File: src/rtl/demux4_deserializer_pkg.sv
// Shared constants for the demux4 deserializer: channel count, channel index
// width and the default word width.
package demux4_deserializer_pkg;
  localparam int NUM_CH        = 4;
  localparam int CH_W          = 2;
  localparam int DEFAULT_WIDTH = 8;
endpackage

File: src/rtl/demux4_chan_shifter.sv
// One channel's serial-to-parallel shift register and bit counter.
// word_o/done_o present the completed word, including the current bit, in the cycle the last bit arrives.
module demux4_chan_shifter #(
  parameter int WIDTH     = 8,
  parameter bit MSB_FIRST = 1'b1
) (
  input  logic             clk,
  input  logic             rst,
  input  logic             en_i,
  input  logic             bit_i,
  output logic [WIDTH-1:0] word_o,
  output logic             done_o
);
  localparam int CNT_W = $clog2(WIDTH);
  localparam logic [CNT_W-1:0] LAST = CNT_W'(WIDTH - 1);

  logic [WIDTH-1:0] shreg_q, shreg_d;
  logic [CNT_W-1:0] cnt_q, cnt_d;
  logic [WIDTH-1:0] shifted;

  always_comb begin
    if (MSB_FIRST) shifted = {shreg_q[WIDTH-2:0], bit_i};
    else           shifted = {bit_i, shreg_q[WIDTH-1:1]};
  end

  assign word_o = shifted;
  assign done_o = en_i && (cnt_q == LAST);

  always_comb begin
    shreg_d = shreg_q;
    cnt_d   = cnt_q;
    if (done_o) begin
      shreg_d = '0;
      cnt_d   = '0;
    end else if (en_i) begin
      shreg_d = shifted;
      cnt_d   = cnt_q + CNT_W'(1);
    end
  end

  always_ff @(posedge clk or posedge rst) begin
    if (rst) begin
      shreg_q <= '0;
      cnt_q   <= '0;
    end else begin
      shreg_q <= shreg_d;
      cnt_q   <= cnt_d;
    end
  end
endmodule

File: src/rtl/demux4_deserializer.sv
// Deserializes the four demux output lines into per-channel words and hands
// them downstream through a single-entry valid/ready holding register.
module demux4_deserializer
  import demux4_deserializer_pkg::*;
#(
  parameter int WIDTH     = DEFAULT_WIDTH,
  parameter bit MSB_FIRST = 1'b1
) (
  input  logic              clk,
  input  logic              rst,
  input  logic [NUM_CH-1:0] d_in,
  input  logic [CH_W-1:0]   sel,
  input  logic              bit_valid,
  output logic [WIDTH-1:0]  out_data,
  output logic [CH_W-1:0]   out_chan,
  output logic              out_valid,
  input  logic              out_ready,
  output logic [NUM_CH-1:0] overflow,
  output logic              glitch_err,
  input  logic              clr_err
);
  logic [WIDTH-1:0]  word_w [NUM_CH];
  logic [NUM_CH-1:0] done_w;
  logic [NUM_CH-1:0] en_w;

  logic [WIDTH-1:0]  data_q, data_d;
  logic [CH_W-1:0]   chan_q, chan_d;
  logic              valid_q, valid_d;
  logic [NUM_CH-1:0] ovf_q, ovf_d;
  logic              glitch_q, glitch_d;

  logic              sample_bit;
  logic              glitch_now;
  logic              complete;
  logic              reg_free;

  assign sample_bit = d_in[sel];
  assign glitch_now = bit_valid && ((d_in & ~(NUM_CH'(1) << sel)) != '0);

  genvar gi;
  generate
    for (gi = 0; gi < NUM_CH; gi++) begin : g_chan
      assign en_w[gi] = bit_valid && (sel == CH_W'(gi));
      demux4_chan_shifter #(
        .WIDTH     (WIDTH),
        .MSB_FIRST (MSB_FIRST)
      ) u_shifter (
        .clk    (clk),
        .rst    (rst),
        .en_i   (en_w[gi]),
        .bit_i  (sample_bit),
        .word_o (word_w[gi]),
        .done_o (done_w[gi])
      );
    end
  endgenerate

  // sel is single-valued, so at most one channel completes per cycle.
  assign complete = done_w[sel];
  assign reg_free = !valid_q || out_ready;

  always_comb begin
    data_d   = data_q;
    chan_d   = chan_q;
    valid_d  = valid_q;
    ovf_d    = ovf_q;
    glitch_d = glitch_q;
    if (complete && reg_free) begin
      data_d  = word_w[sel];
      chan_d  = sel;
      valid_d = 1'b1;
    end else if (out_ready) begin
      valid_d = 1'b0;
    end
    if (clr_err) begin
      ovf_d    = '0;
      glitch_d = 1'b0;
    end
    // Setting after clearing lets a same-cycle error event win over clr_err.
    if (complete && !reg_free) ovf_d[sel] = 1'b1;
    if (glitch_now)            glitch_d   = 1'b1;
  end

  always_ff @(posedge clk or posedge rst) begin
    if (rst) begin
      data_q   <= '0;
      chan_q   <= '0;
      valid_q  <= 1'b0;
      ovf_q    <= '0;
      glitch_q <= 1'b0;
    end else begin
      data_q   <= data_d;
      chan_q   <= chan_d;
      valid_q  <= valid_d;
      ovf_q    <= ovf_d;
      glitch_q <= glitch_d;
    end
  end

  assign out_data   = data_q;
  assign out_chan   = chan_q;
  assign out_valid  = valid_q;
  assign overflow   = ovf_q;
  assign glitch_err = glitch_q;
endmodule

File: config.mk
export PLATFORM = sky130hd
export DESIGN_NAME = demux4_deserializer
export DESIGN_NICKNAME = d
export VERILOG_FILES = /design/src/rtl/demux4_deserializer_pkg.sv /design/src/rtl/demux4_chan_shifter.sv /design/src/rtl/demux4_deserializer.sv
export SDC_FILE = /design/constraint.sdc
export NUM_CORES = 1
export LEC_CHECK = 0
export ABC_AREA = 1
export BUFFER_PORTS_ARGS = -buffer_cell sky130_fd_sc_hd__buf_2
export CAP_MARGIN = 5
export CORE_UTILIZATION = 44
export DETAILED_ROUTE_END_ITERATION = 8
export SETUP_SLACK_MARGIN = 0.02
export SYNTH_ARGS = -nofsm -noshare
export SYNTH_HDL_FRONTEND = slang
export SYNTH_HIERARCHICAL = 1
export SYNTH_SLANG_ARGS = --single-unit
File: constraint.sdc
create_clock -name clk -period 1.86 [get_ports clk]
set_clock_uncertainty 0.2 [all_clocks]
set_input_delay 0.279 -clock clk [delete_from_list [all_inputs] [get_ports clk]]
set_output_delay 0.279 -clock clk [all_outputs]
set_load 0.005 [all_outputs]
### Word-level counts from Yosys, hierarchy flattened

Index checks and enable logic that the tools add are counted.

| word-level totals | value |
|---|---|
| input port bits | 11 |
| memories | 0 |
| latch bits | 0 |
| output and inout port bits | 16 |
| word-level logic and storage cells | 86 |
| ROM bits | 0 |
| RAM bits | 0 |
| bits in registers | 56 |

| operators by class | value |
|---|---|
| reduce and logical (&&, ||, !) cells | 23 |
| $mul | 0 |
| bitwise logic cells | 4 |
| divide/modulo/power cells | 0 |
| order comparisons | 3 |
| shift operators | 1 |
| equality and inequality tests | 7 |
| add/subtract/negate cells | 4 |
| muxes and demuxes | 31 |

Operators by type and width:

| cell | count |
|---|---|
| two-way mux 7 bit | 8 |
| two-way mux 3 bit | 8 |
| binary-select mux 8 bit (select 2 bit) | 1 |
| two-way mux 8 bit | 2 |
| adder 3 x 1 -> 3 bit (second input constant) | 4 |
| == test 3 bit (second input constant) | 4 |
| logical AND 1 bit | 12 |
| nonzero test 2 bit | 6 |
| two-way mux 4 bit | 2 |
| two-way mux 1 bit | 7 |
| bitwise AND 4 bit | 1 |
| binary-select mux 1 bit (select 2 bit) | 2 |
| == test 2 bit (second input constant) | 2 |
| NOT 4 bit | 1 |
| OR 4 bit | 1 |
| nonzero test 4 bit | 1 |
| << shifter 1 x 2 -> 4 bit (first input constant) | 1 |
| greater-or-equal comparator 3 bit (second input constant) | 1 |
| less-than comparator 2 x 3 -> 1 bit (second input constant) | 1 |
| NOT 2 -> 3 bit | 1 |
| demux 1 bit (select 2 bit) | 1 |
| == test 2 x 1 -> 1 bit (second input constant) | 1 |
| greater-or-equal comparator 2 x 1 -> 1 bit (second input constant) | 1 |
| zero test 1 bit | 2 |
| 2 further kinds | 2 |

### Depth between registers and ports, before layout

Gate-level depths: netlist of the first run.

| logic depth | value |
|---|---|
| depth in word-level cells | 7 |
| depth in mapped cells | 16 |
| mapped depth without buffers | 12 |

### Hierarchy

Netlist of the first run, hierarchy kept.

Modules (own cells, without submodules):

| module | instances | cells each | seq. area each (µm²) | area each (µm²) |
|---|---|---|---|---|
| demux4_chan_shifter | 4 | 50 | 250.2 | 445.4 |
| demux4_deserializer | 1 | 182 | 400.4 | 1,106.1 |

### Least setup slack after synthesis of the first run

Ideal clock, no wire load.

| path | value |
|---|---|
| path kind | input to register |
| start | input sel[0] |
| end | register chan_q[0] (netlist: out_chan[0]) |
| data arrival time | 1,652 ps |
| setup time | 117 ps |
| buffers on the path | 4 |
| path slack | -109 ps |
| cell stages on the path | 16 |
| data required time | 1,543 ps |
| path through | buf_6 inv_6 buf_4 nand2_1 nor2_1 buf_6 nand2_1 inv_1 nand2_2 nand2_2 nand2_2 nand2_4 nand2_2 buf_6 nand2_1 nand2_1 |

| between the ends | value |
|---|---|
| word-level cells in the longest chain between the ends | 6 |
| elaborated cells between the ends (all ways) | 15 |
| classes of those cells | eq/ne (3); mux (2); reduce/logical (10) |

RTL lines:

| element | line | RTL |
|---|---|---|
| from (decl) | demux4_deserializer.sv:12 | `input logic [CH_W-1:0] sel,` |
| == test 2 bit | demux4_deserializer.sv:43 | `assign en_w[gi] = bit_valid && (sel == CH_W'(gi));` |
| logical AND 1 bit | demux4_deserializer.sv:43 |  |
| net en_w[2] | demux4_deserializer.sv:24 | `logic [NUM_CH-1:0] en_w;` |
| logical AND 1 bit | demux4_chan_shifter.sv:27 | `assign done_o = en_i && (cnt_q == LAST);` |
| net done_w[2] | demux4_deserializer.sv:23 | `logic [NUM_CH-1:0] done_w;` |
| binary-select mux 1 bit (select 2 bit) | demux4_deserializer.sv:59 | `assign complete = done_w[sel];` |
| two-way mux 1 bit (not written as such) | demux4_deserializer.sv:59 |  |
| logical AND 1 bit | demux4_deserializer.sv:68 | `if (complete && reg_free) begin` |
| to (signal assigned) | demux4_deserializer.sv:93 | `chan_q <= chan_d;` |
| to (decl) | demux4_deserializer.sv:27 | `logic [CH_W-1:0] chan_q, chan_d;` |

The timed path passes the listed nets, and every way through them passes these cells. The select of a mux whose other input is x is not followed.
A chain may end at the register's enable or synchronous reset.

### Final worst setup path of the first run

| path | value |
|---|---|
| start | register g_chan[1].u_shifter.cnt_q[0] |
| end | register data_q[3] (netlist: out_data[3]) |

| between the ends | value |
|---|---|
| word-level cells in the longest chain between the ends | 5 |

RTL lines:

| element | line | RTL |
|---|---|---|
| from (decl) | demux4_chan_shifter.sv:18 | `logic [CNT_W-1:0] cnt_q, cnt_d;` |
| from (signal assigned) | demux4_chan_shifter.sv:47 | `cnt_q <= cnt_d;` |
| == test 3 bit | demux4_chan_shifter.sv:27 |  |
| logical AND 1 bit | demux4_chan_shifter.sv:27 |  |
| net done_w[1] | demux4_deserializer.sv:23 |  |
| binary-select mux 1 bit (select 2 bit) | demux4_deserializer.sv:59 |  |
| two-way mux 1 bit (not written as such) | demux4_deserializer.sv:59 |  |
| logical AND 1 bit | demux4_deserializer.sv:68 |  |
| to (signal assigned) | demux4_deserializer.sv:92 | `data_q <= data_d;` |
| to (decl) | demux4_deserializer.sv:26 | `logic [WIDTH-1:0] data_q, data_d;` |

The timed path passes the listed nets, and every way through them passes these cells. The select of a mux whose other input is x is not followed.

==> flow_metrics.tcl, run 1 <==
set metrics [dict create \
    start_util 0.455 \
    crit_type "reg2reg" \
    core_region_area_mm2 0.00635 \
    tightest_slew_ns 0.570 \
    layout.cells.most_common_list "205 x nand2_1, 56 x dfrtp_1, 50 x nand3_1, 26 x buf_2, 21 x inv_1" \
    die_area_mm2 0.00689 \
    syn-num-nets 401 \
    grt_pass1_vias 2271 \
    cp-end-kind "flop" \
    grt_first_pass_wirelength_um 10200 \
    drc 0 \
    ant_nets 0 \
    cap_violations 0 \
    final_cells 492 \
    fmax_mhz 583 \
    critical_path.max_fanout 15 \
    io_pins 27 \
    syn2layout_area_growth_pct 15.3 \
    dp_hpwl_um 4350 \
    clk_pin_slew_ns 0.09 \
    leakagePower_uw 0.00197 \
    power_uw 3420 \
    gp_congestion 0.763 \
    cts_buffers 5 \
    viasPerCell 4.81 \
    synthTopCellsByArea "dfrtp_1 49%, nand2_1 27%, nand3_1 8.7%" \
    synth.distinct_cells 16 \
    nets 434 \
    cp.required_ns 1.91 \
    postSynthCellCount 382 \
    dr_total_vias 2367 \
    mostFrequentLayoutCell "nand2_1" \
    yosys_warnings 6 \
    power.density_mw_per_mm2 1030 \
    fin_crit_sh 0.922 \
    startpoint_type "flop" \
    cts_root_buf "clkbuf_8" \
    wl_per_cell_um 12.0 \
    hold_violations 0 \
    slew_viol_final 0 \
    cts_tree "done" \
    hold_path_class "in2reg" \
    antennaDiodeCount 0 \
    die_w_um 83.0 \
    wl_um 5900 \
    fp-row-count 29 \
    drtPass1Iterations 5 \
    dieHeight_um 83.0 \
    h-tree-depth 2 \
    dpl.cell_count 481 \
    status "completed" \
    rsz0062_at_grt "no" \
    final_util 0.525 \
    layout-drive-gt1-share 0.176 \
    drt_iter0_drc 133 \
    synth_top_area_share 0.485 \
    synthesis.area_mm2 0.00289 \
    cts_sinks 56 \
    slew-limit-headroom 0.619 \
    syn_area_per_cell_um2 7.56 \
    ys_seq_area_frac 0.485 \
    clock_latency_ns 0.31 \
    critical_path_arrival_ns 1.76 \
    antenna_found_initial 0 \
    ys_ff_latch 56 \
    ir_drop_mv 0.454 \
    grt_max_degree 20 \
    synth_area_leader_cell "dfrtp_1" \
    gr-total-overflow 0 \
    finalCriticalPeriod_ns 1.72 \
    portBuffers 26 \
    setup_viol 0 \
    track_usage 0.183 \
    ctsLongestPathBuffers 2 \
]
-- Yosys cell counts --
cell type  number
inv_6           5
inv_2           4
nand3_1        50
nand2_4         1
nor2_1          6
nand4_1         2
buf_4           5
buf_2           4
nand2_2         5
buf_6           7
dfrtp_1        56
clkbuf_1        1
nand3b_1        1
inv_1          21
ha_1            8
nand2_1       206
-- timing repair --
| item | in CTS | in global routing |
|---|---|---|
| setup endpoints to repair | 11 | 14 |
| endpoints found under the hold margin | 57 | 0 |
| setup buffers | 0 | 2 |
| resized for setup | 4 | 8 |
| hold buffers | 2 | 0 |
-- worst paths after layout --
kind | from | endpoint | slack [ns] | cells after the start
min in group asynchronous | rst | g_chan[3].u_shifter/shreg_q[1]$_DFFE_PP0P_ | 0.34 | 3
min | clr_err | overflow[3]$_DFF_PP0_ | 0.05 | 4
max reg2reg | g_chan[1].u_shifter/cnt_q[0]$_DFFE_PP0P_ | out_data[3]$_DFFE_PP0P_ | 0.14 | 11
min reg2reg | out_data[2]$_DFFE_PP0P_ | out_data[2]$_DFFE_PP0P_ | 0.28 | 2
max in group asynchronous | rst | out_data[3]$_DFFE_PP0P_ | 0.67 | 3
max | g_chan[1].u_shifter/cnt_q[0]$_DFFE_PP0P_ | out_data[3]$_DFFE_PP0P_ | 0.14 | 11
-- worst max-delay path: stages, from the launching register on --
cell and delay, ns:
dfrtp_1 0.41, ha_1 0.23, ha_4 0.18, nand2_1 0.05, inv_1 0.04, nand2_1 0.05
nand2_1 0.06, nand2_2 0.10, nand2_8 0.11, nand2_8 0.10, nand2_1 0.06, nand2_1 0.06
-- state kept, by name, summed over array words and instances, names as in the netlist --
register                  cells
out_chan                      2
glitch_err                    1
overflow                      4
out_valid                     1
g_chan.u_shifter/cnt_q       12
g_chan.u_shifter/shreg_q     28
out_data                      8
-- cell type report --
cell class	instances	area (µm²)
fillers	609	3020
repair buffers	43	263
clock inverters	2	60.1
multi-input cells	279	1300
well taps	77	96.3
clock buffers	5	68.8
inverters	30	140
flip-flops and latches	56	1400
-- routing by layer --
metal  vias up  global-route usage  part of all wire
met5         -                   0                 0
met4         0              0.0611             0.011
met2        56               0.300              0.46
met3         6              0.0278             0.047
met1      1071               0.250              0.48
li1       1234                   -                 -
-- per-stage QoR --
stage	cell area, µm²	TNS (ns)	hold WS (ns)	setup WS [ns]
after floorplan	2920	0	-0.0808	0.0230
after global placement	3090	-0.366	0.139	-0.0383
after detailed placement	3090	-0.618	0.136	-0.0757
after CTS	3250	0	0.0372	0.0487
after global routing	3330	0	0.0752	0.0152
final	3330	0	0.0481	0.144
-- power breakdown --
part	internal (µW)	switching, µW	total, µW	leakage (µW)
logic	352	436	788	0.00116
clock network	530	376	906	0.0000642
registers	1500	223	1730	0.000743
total	2390	1030	3420	0.00197
-- logic make-up after synthesis --
group | Yosys count | synth area share
fa+ha+maj | 8 | 0.0347
buf+inv | 47 | 0.0962
flops | 56 | 0.485
simple gates | 271 | 0.384
Note: power is estimated with default switching activity, not from simulation.
==> inputs of run 2 (changes only) <==
- CORE_UTILIZATION: 44 -> 50
- PLACE_DENSITY: unset -> 0.69
==> flow_metrics.tcl, run 2 (synthesis results as in run 1) <==
set metrics [dict create \
    ir_drop_mv 0.628 \
    fin_crit_sh 0.952 \
    viasPerCell 4.94 \
    nets 437 \
    track_usage 0.212 \
    antennaDiodeCount 0 \
    die_w_um 78.0 \
    top_register "g_chan.u_shifter/shreg_q" \
    rrSetupSlack_ns 0.09 \
    min_from "clr_err" \
    drc 0 \
    mostFrequentLayoutCell "nand2_1" \
    power.density_mw_per_mm2 1010 \
    status "completed" \
    critPathTopFamily "simple AND/OR/NAND/NOR gates" \
    die_area_mm2 0.00608 \
    layout.cells.most_common_list "205 x nand2_1, 56 x dfrtp_1, 50 x nand3_1, 26 x buf_2, 21 x inv_1" \
    holdPathStages 4 \
    fillers 513 \
    largest_reg_flops 28 \
    leakagePower_uw 0.00197 \
    wl_per_cell_um 12.1 \
    drt_iter0_drc 140 \
    cts_tree "done" \
    worst-path-buf-inv 2 \
    rsz0062_at_grt "no" \
    cts_root_buf "clkbuf_8" \
    setup_viol 0 \
    wl_um 5930 \
    slew-limit-headroom 0.614 \
    antenna_found_initial 0 \
    ant_nets 0 \
    gr-total-overflow 0 \
    timing.rr.end "out_data[5]$_DFFE_PP0P_" \
    hold_path_class "in2reg" \
    grt_max_degree 20 \
    reg2reg_from "g_chan[1].u_shifter/cnt_q[0]$_DFFE_PP0P_" \
    cts_buffers 5 \
    hold_violations 0 \
    cts_sinks 56 \
    holdWs_ns 0.0576 \
    h-tree-depth 2 \
    gp_congestion 0.806 \
    layout-drive-gt1-share 0.189 \
    startpoint_type "flop" \
    rr_worst_depth 11 \
    fmax_mhz 565 \
    clock_latency_ns 0.30 \
    drtPass1Iterations 4 \
    grt_pass1_vias 2252 \
    final.setup.tns_ns 0 \
    crit_type "reg2reg" \
    dieHeight_um 78.0 \
    worst_path_max_delay_cell "dfrtp_1" \
    cp-end-kind "flop" \
    core_region_area_mm2 0.00554 \
    slew_viol_final 0 \
    start_util 0.521 \
    cp.required_ns 1.86 \
    dp_hpwl_um 4390 \
    cp_cell_sequence "ha_1 > ha_2 > nand2_1 > inv_1 > nand2_1 > nand2_1 > nand2_2 > nand2_4 > buf_12 > nand3_1 > nand2_1" \
    portBuffers 26 \
    critical_path.max_fanout 9 \
    fp-row-count 27 \
    crit_top_cell "nand2_1" \
    grt_first_pass_wirelength_um 10100 \
    clk_pin_slew_ns 0.10 \
    dr_total_vias 2425 \
    cap_violations 0 \
    io_pins 27 \
    critical_path_arrival_ns 1.77 \
    tightest_slew_ns 0.578 \
    syn2layout_area_growth_pct 15.1 \
    critPathMaxStageDelay_ns 0.41 \
    power_uw 3370 \
    worstHoldEndpoint "overflow[1]$_DFF_PP0_" \
    ctsLongestPathBuffers 2 \
    finalCriticalPeriod_ns 1.77 \
]
run 2: cell types whose count changed in the layout (fill, tap and decap cells not counted), sizes merged:
cell / change
clkbuf: +2
bufinv: -1
buf: +3
run 2: what timing repair did:
action | in CTS | in global routing
setup endpoints to repair | 9 | 11
buffers inserted | 0 | 3
endpoints found under the hold margin | 57 | 0
pin swaps | 0 | 1
gates cloned | 0 | 0
resized for setup | 2 | 8
hold buffers | 2 | 0
run 2: tightest hold or removal path: stages:
cell and delay [ns]:
buf_2 0.08, inv_1 0.07, nand2_1 0.06, nand2_1 0.04
run 2: power breakdown:
group / leakage [µW] / internal [µW] / switching [µW]
Clock: 0.0000645 / 476 / 385
Combinational: 0.00117 / 349 / 434
Sequential: 0.000743 / 1500 / 221
Total: 0.00197 / 2330 / 1040
run 2: routing by layer:
layer  vias up  part of all wire  global-route usage
met4         0             0.012              0.0611
met2        40              0.47               0.352
met3         8             0.026              0.0329
li1       1243                 -                   -
met1      1134              0.49               0.287
met5         -                 0                   0
run 2: cell type report:
| type | instances | area [µm²] | area share |
|---|---|---|---|
| tap | 72 | 90.1 | 0.0271 |
| inverter | 30 | 140 | 0.0422 |
| clock buffer | 7 | 96.3 | 0.0290 |
| clock inverter | 1 | 30.0 | 0.00903 |
| sequential | 56 | 1400 | 0.422 |
| timing repair buffer | 46 | 298 | 0.0896 |
| multi-input combinational | 279 | 1270 | 0.382 |
run 2: worst max-delay path by stage:
stage	startpoint	end	slack, ns	cells past startpoint
after global placement	sel[0]	out_data[7]$_DFFE_PP0P_	0.006	13
after CTS	g_chan[1].u_shifter/cnt_q[0]$_DFFE_PP0P_	out_data[5]$_DFFE_PP0P_	0.02	11
after detailed placement	sel[0]	out_data[1]$_DFFE_PP0P_	0.006	13
final	g_chan[1].u_shifter/cnt_q[0]$_DFFE_PP0P_	out_data[5]$_DFFE_PP0P_	0.09	11
after floorplan	sel[0]	out_chan[0]$_DFFE_PP0P_	0.02	16
after global routing	g_chan[1].u_shifter/cnt_q[0]$_DFFE_PP0P_	out_data[5]$_DFFE_PP0P_	0.01	11
run 2: through the flow:
step	area, µm²	setup WS (ns)	util	cells
2_1_floorplan	2920	0.0230	-	382
3_3_place_gp	3110	0.00649	0.562	478
3_5_place_dp	3110	0.00556	0.562	478
4_1_cts	3260	0.0237	0.589	488
5_1_grt	3320	0.0108	0.600	491
6_report	3320	0.0889	0.600	491
==> inputs of run 3 (changes only) <==
- CTS_BUF_LIST: unset -> sky130_fd_sc_hd__clkbuf_4 sky130_fd_sc_hd__clkbuf_8
- RECOVER_POWER: unset -> 50
==> flow_metrics.tcl, run 3 (synthesis results as in run 1) <==
set metrics [dict create \
    fillers 521 \
    hold_path_class "in2reg" \
    worst_path_max_delay_cell "dfrtp_1" \
    grt_pass1_vias 2252 \
    status "completed" \
    io_pins 27 \
    ant_nets 0 \
    fin_crit_sh 0.953 \
    drt-met1-wl_um 2880 \
    ctsLongestPathBuffers 2 \
    cp-end-kind "flop" \
    startpoint_type "flop" \
    dp_hpwl_um 4390 \
    nets 437 \
    layout.cells.most_common_list "206 x nand2_1, 56 x dfrtp_1, 50 x nand3_1, 24 x inv_1, 24 x buf_2" \
    drc 0 \
    gp_congestion 0.806 \
    worst-path-buf-inv 2 \
    cp.required_ns 1.86 \
    drtPass1Iterations 4 \
    cp_cell_sequence "ha_1 > ha_2 > nand2_1 > inv_1 > nand2_1 > nand2_1 > nand2_2 > nand2_4 > buf_12 > nand3_1 > nand2_1" \
    dr_total_vias 2430 \
    grt_max_degree 20 \
    track_usage 0.212 \
    slew_viol_final 0 \
    critical_path.max_fanout 9 \
    core_region_area_mm2 0.00554 \
    power_uw 3360 \
    multi_input_area_mm2 0.00126 \
    slew-limit-headroom 0.614 \
    dieHeight_um 78.0 \
    clk_pin_slew_ns 0.09 \
    cts_tree "done" \
    crit_top_cell "nand2_1" \
    setup_viol 0 \
    mostFrequentLayoutCell "nand2_1" \
    finalCriticalPeriod_ns 1.77 \
    ir_drop_mv 0.626 \
    die_area_mm2 0.00608 \
    clock_latency_ns 0.30 \
    fmax_mhz 564 \
    final.setup.tns_ns 0 \
    antennaDiodeCount 0 \
    start_util 0.521 \
    seqCellArea_mm2 0.00140 \
    wl_met2_um 2790 \
    gr-total-overflow 0 \
    cts_root_buf "clkbuf_8" \
    leakagePower_uw 0.00195 \
    critPathMaxStageDelay_ns 0.41 \
    die_w_um 78.0 \
    tightest_slew_ns 0.579 \
    fp-row-count 27 \
    cts_sinks 56 \
    antenna_found_initial 0 \
    critical_path_arrival_ns 1.77 \
    layout-drive-gt1-share 0.162 \
    hold_violations 0 \
    largest_reg_flops 28 \
    critPathTopFamily "simple AND/OR/NAND/NOR gates" \
    wl_per_cell_um 12.1 \
    routed.top_layer "met4" \
    cts_buffers 5 \
    portBuffers 26 \
    rsz0062_at_grt "no" \
    top_register "g_chan.u_shifter/shreg_q" \
    power.density_mw_per_mm2 1020 \
    cap_violations 0 \
    drt_iter0_drc 154 \
    h-tree-depth 2 \
    wl_um 5940 \
    syn2layout_area_growth_pct 14.1 \
    wl_met3_um 182 \
    crit_type "reg2reg" \
    grt_first_pass_wirelength_um 10100 \
    viasPerCell 4.95 \
]
run 3: worst register-to-register path: stages (launching register included):
cell and delay (ns):
dfrtp_1 0.41, ha_1 0.21, ha_2 0.20, nand2_1 0.06, inv_1 0.04, nand2_1 0.06
nand2_1 0.06, nand2_2 0.07, nand2_4 0.09, buf_12 0.15, nand3_1 0.07, nand2_1 0.06
run 3: final timing paths:
kind	from	endpoint	slack (ns)	cells past startpoint
setup reg to reg	g_chan[1].u_shifter/cnt_q[0]$_DFFE_PP0P_	out_data[5]$_DFFE_PP0P_	0.09	11
max in group asynchronous	rst	out_chan[1]$_DFFE_PP0P_	0.58	3
hold / removal	clr_err	overflow[1]$_DFF_PP0_	0.06	4
min in group asynchronous	rst	g_chan[0].u_shifter/shreg_q[3]$_DFFE_PP0P_	0.42	3
hold reg to reg	out_chan[1]$_DFFE_PP0P_	out_chan[1]$_DFFE_PP0P_	0.28	2
setup / recovery	g_chan[1].u_shifter/cnt_q[0]$_DFFE_PP0P_	out_data[5]$_DFFE_PP0P_	0.09	11
run 3: area by class of cell:
type,count,area share
repair buffers,46,0.0855
flip-flops and latches,56,0.425
inverters,30,0.0406
clock inverters,1,0.00912
clock buffers,7,0.0292
well taps,72,0.0273
multi-input cells,279,0.383
run 3: through the flow:
step / cells / utilization / hold slack [ns] / worst slack (ns) / instance area [µm²]
finish: 491 / 0.595 / 0.0574 / 0.0879 / 3290
global placement: 478 / 0.562 / 0.141 / 0.00649 / 3110
CTS: 488 / 0.589 / 0.0524 / 0.0237 / 3260
global route: 491 / 0.595 / 0.0800 / 0.00997 / 3290
detailed placement: 478 / 0.562 / 0.141 / 0.00556 / 3110
floorplan: 382 / - / -0.0808 / 0.0230 / 2920
run 3: what timing repair did:
| action | in CTS | in global routing |
|---|---|---|
| setup endpoints to repair | 9 | 11 |
| gates resized for setup | 2 | 8 |
| endpoints found under the hold margin | 57 | 0 |
| hold buffers | 2 | 0 |
| setup buffers | 0 | 3 |
| pin swaps | 0 | 1 |
run 3: metal layers:
metal | vias to the layer above | GRT usage
met5 | - | 0
met4 | 0 | 0.0611
met3 | 8 | 0.0329
met2 | 44 | 0.352
met1 | 1133 | 0.287
li1 | 1245 | -
run 3: power breakdown:
| group | internal [µW] | total, µW | switching (µW) |
|---|---|---|---|
| Clock | 475 | 858 | 383 |
| Combinational | 344 | 776 | 432 |
| Sequential | 1500 | 1720 | 221 |
| Total | 2320 | 3360 | 1040 |
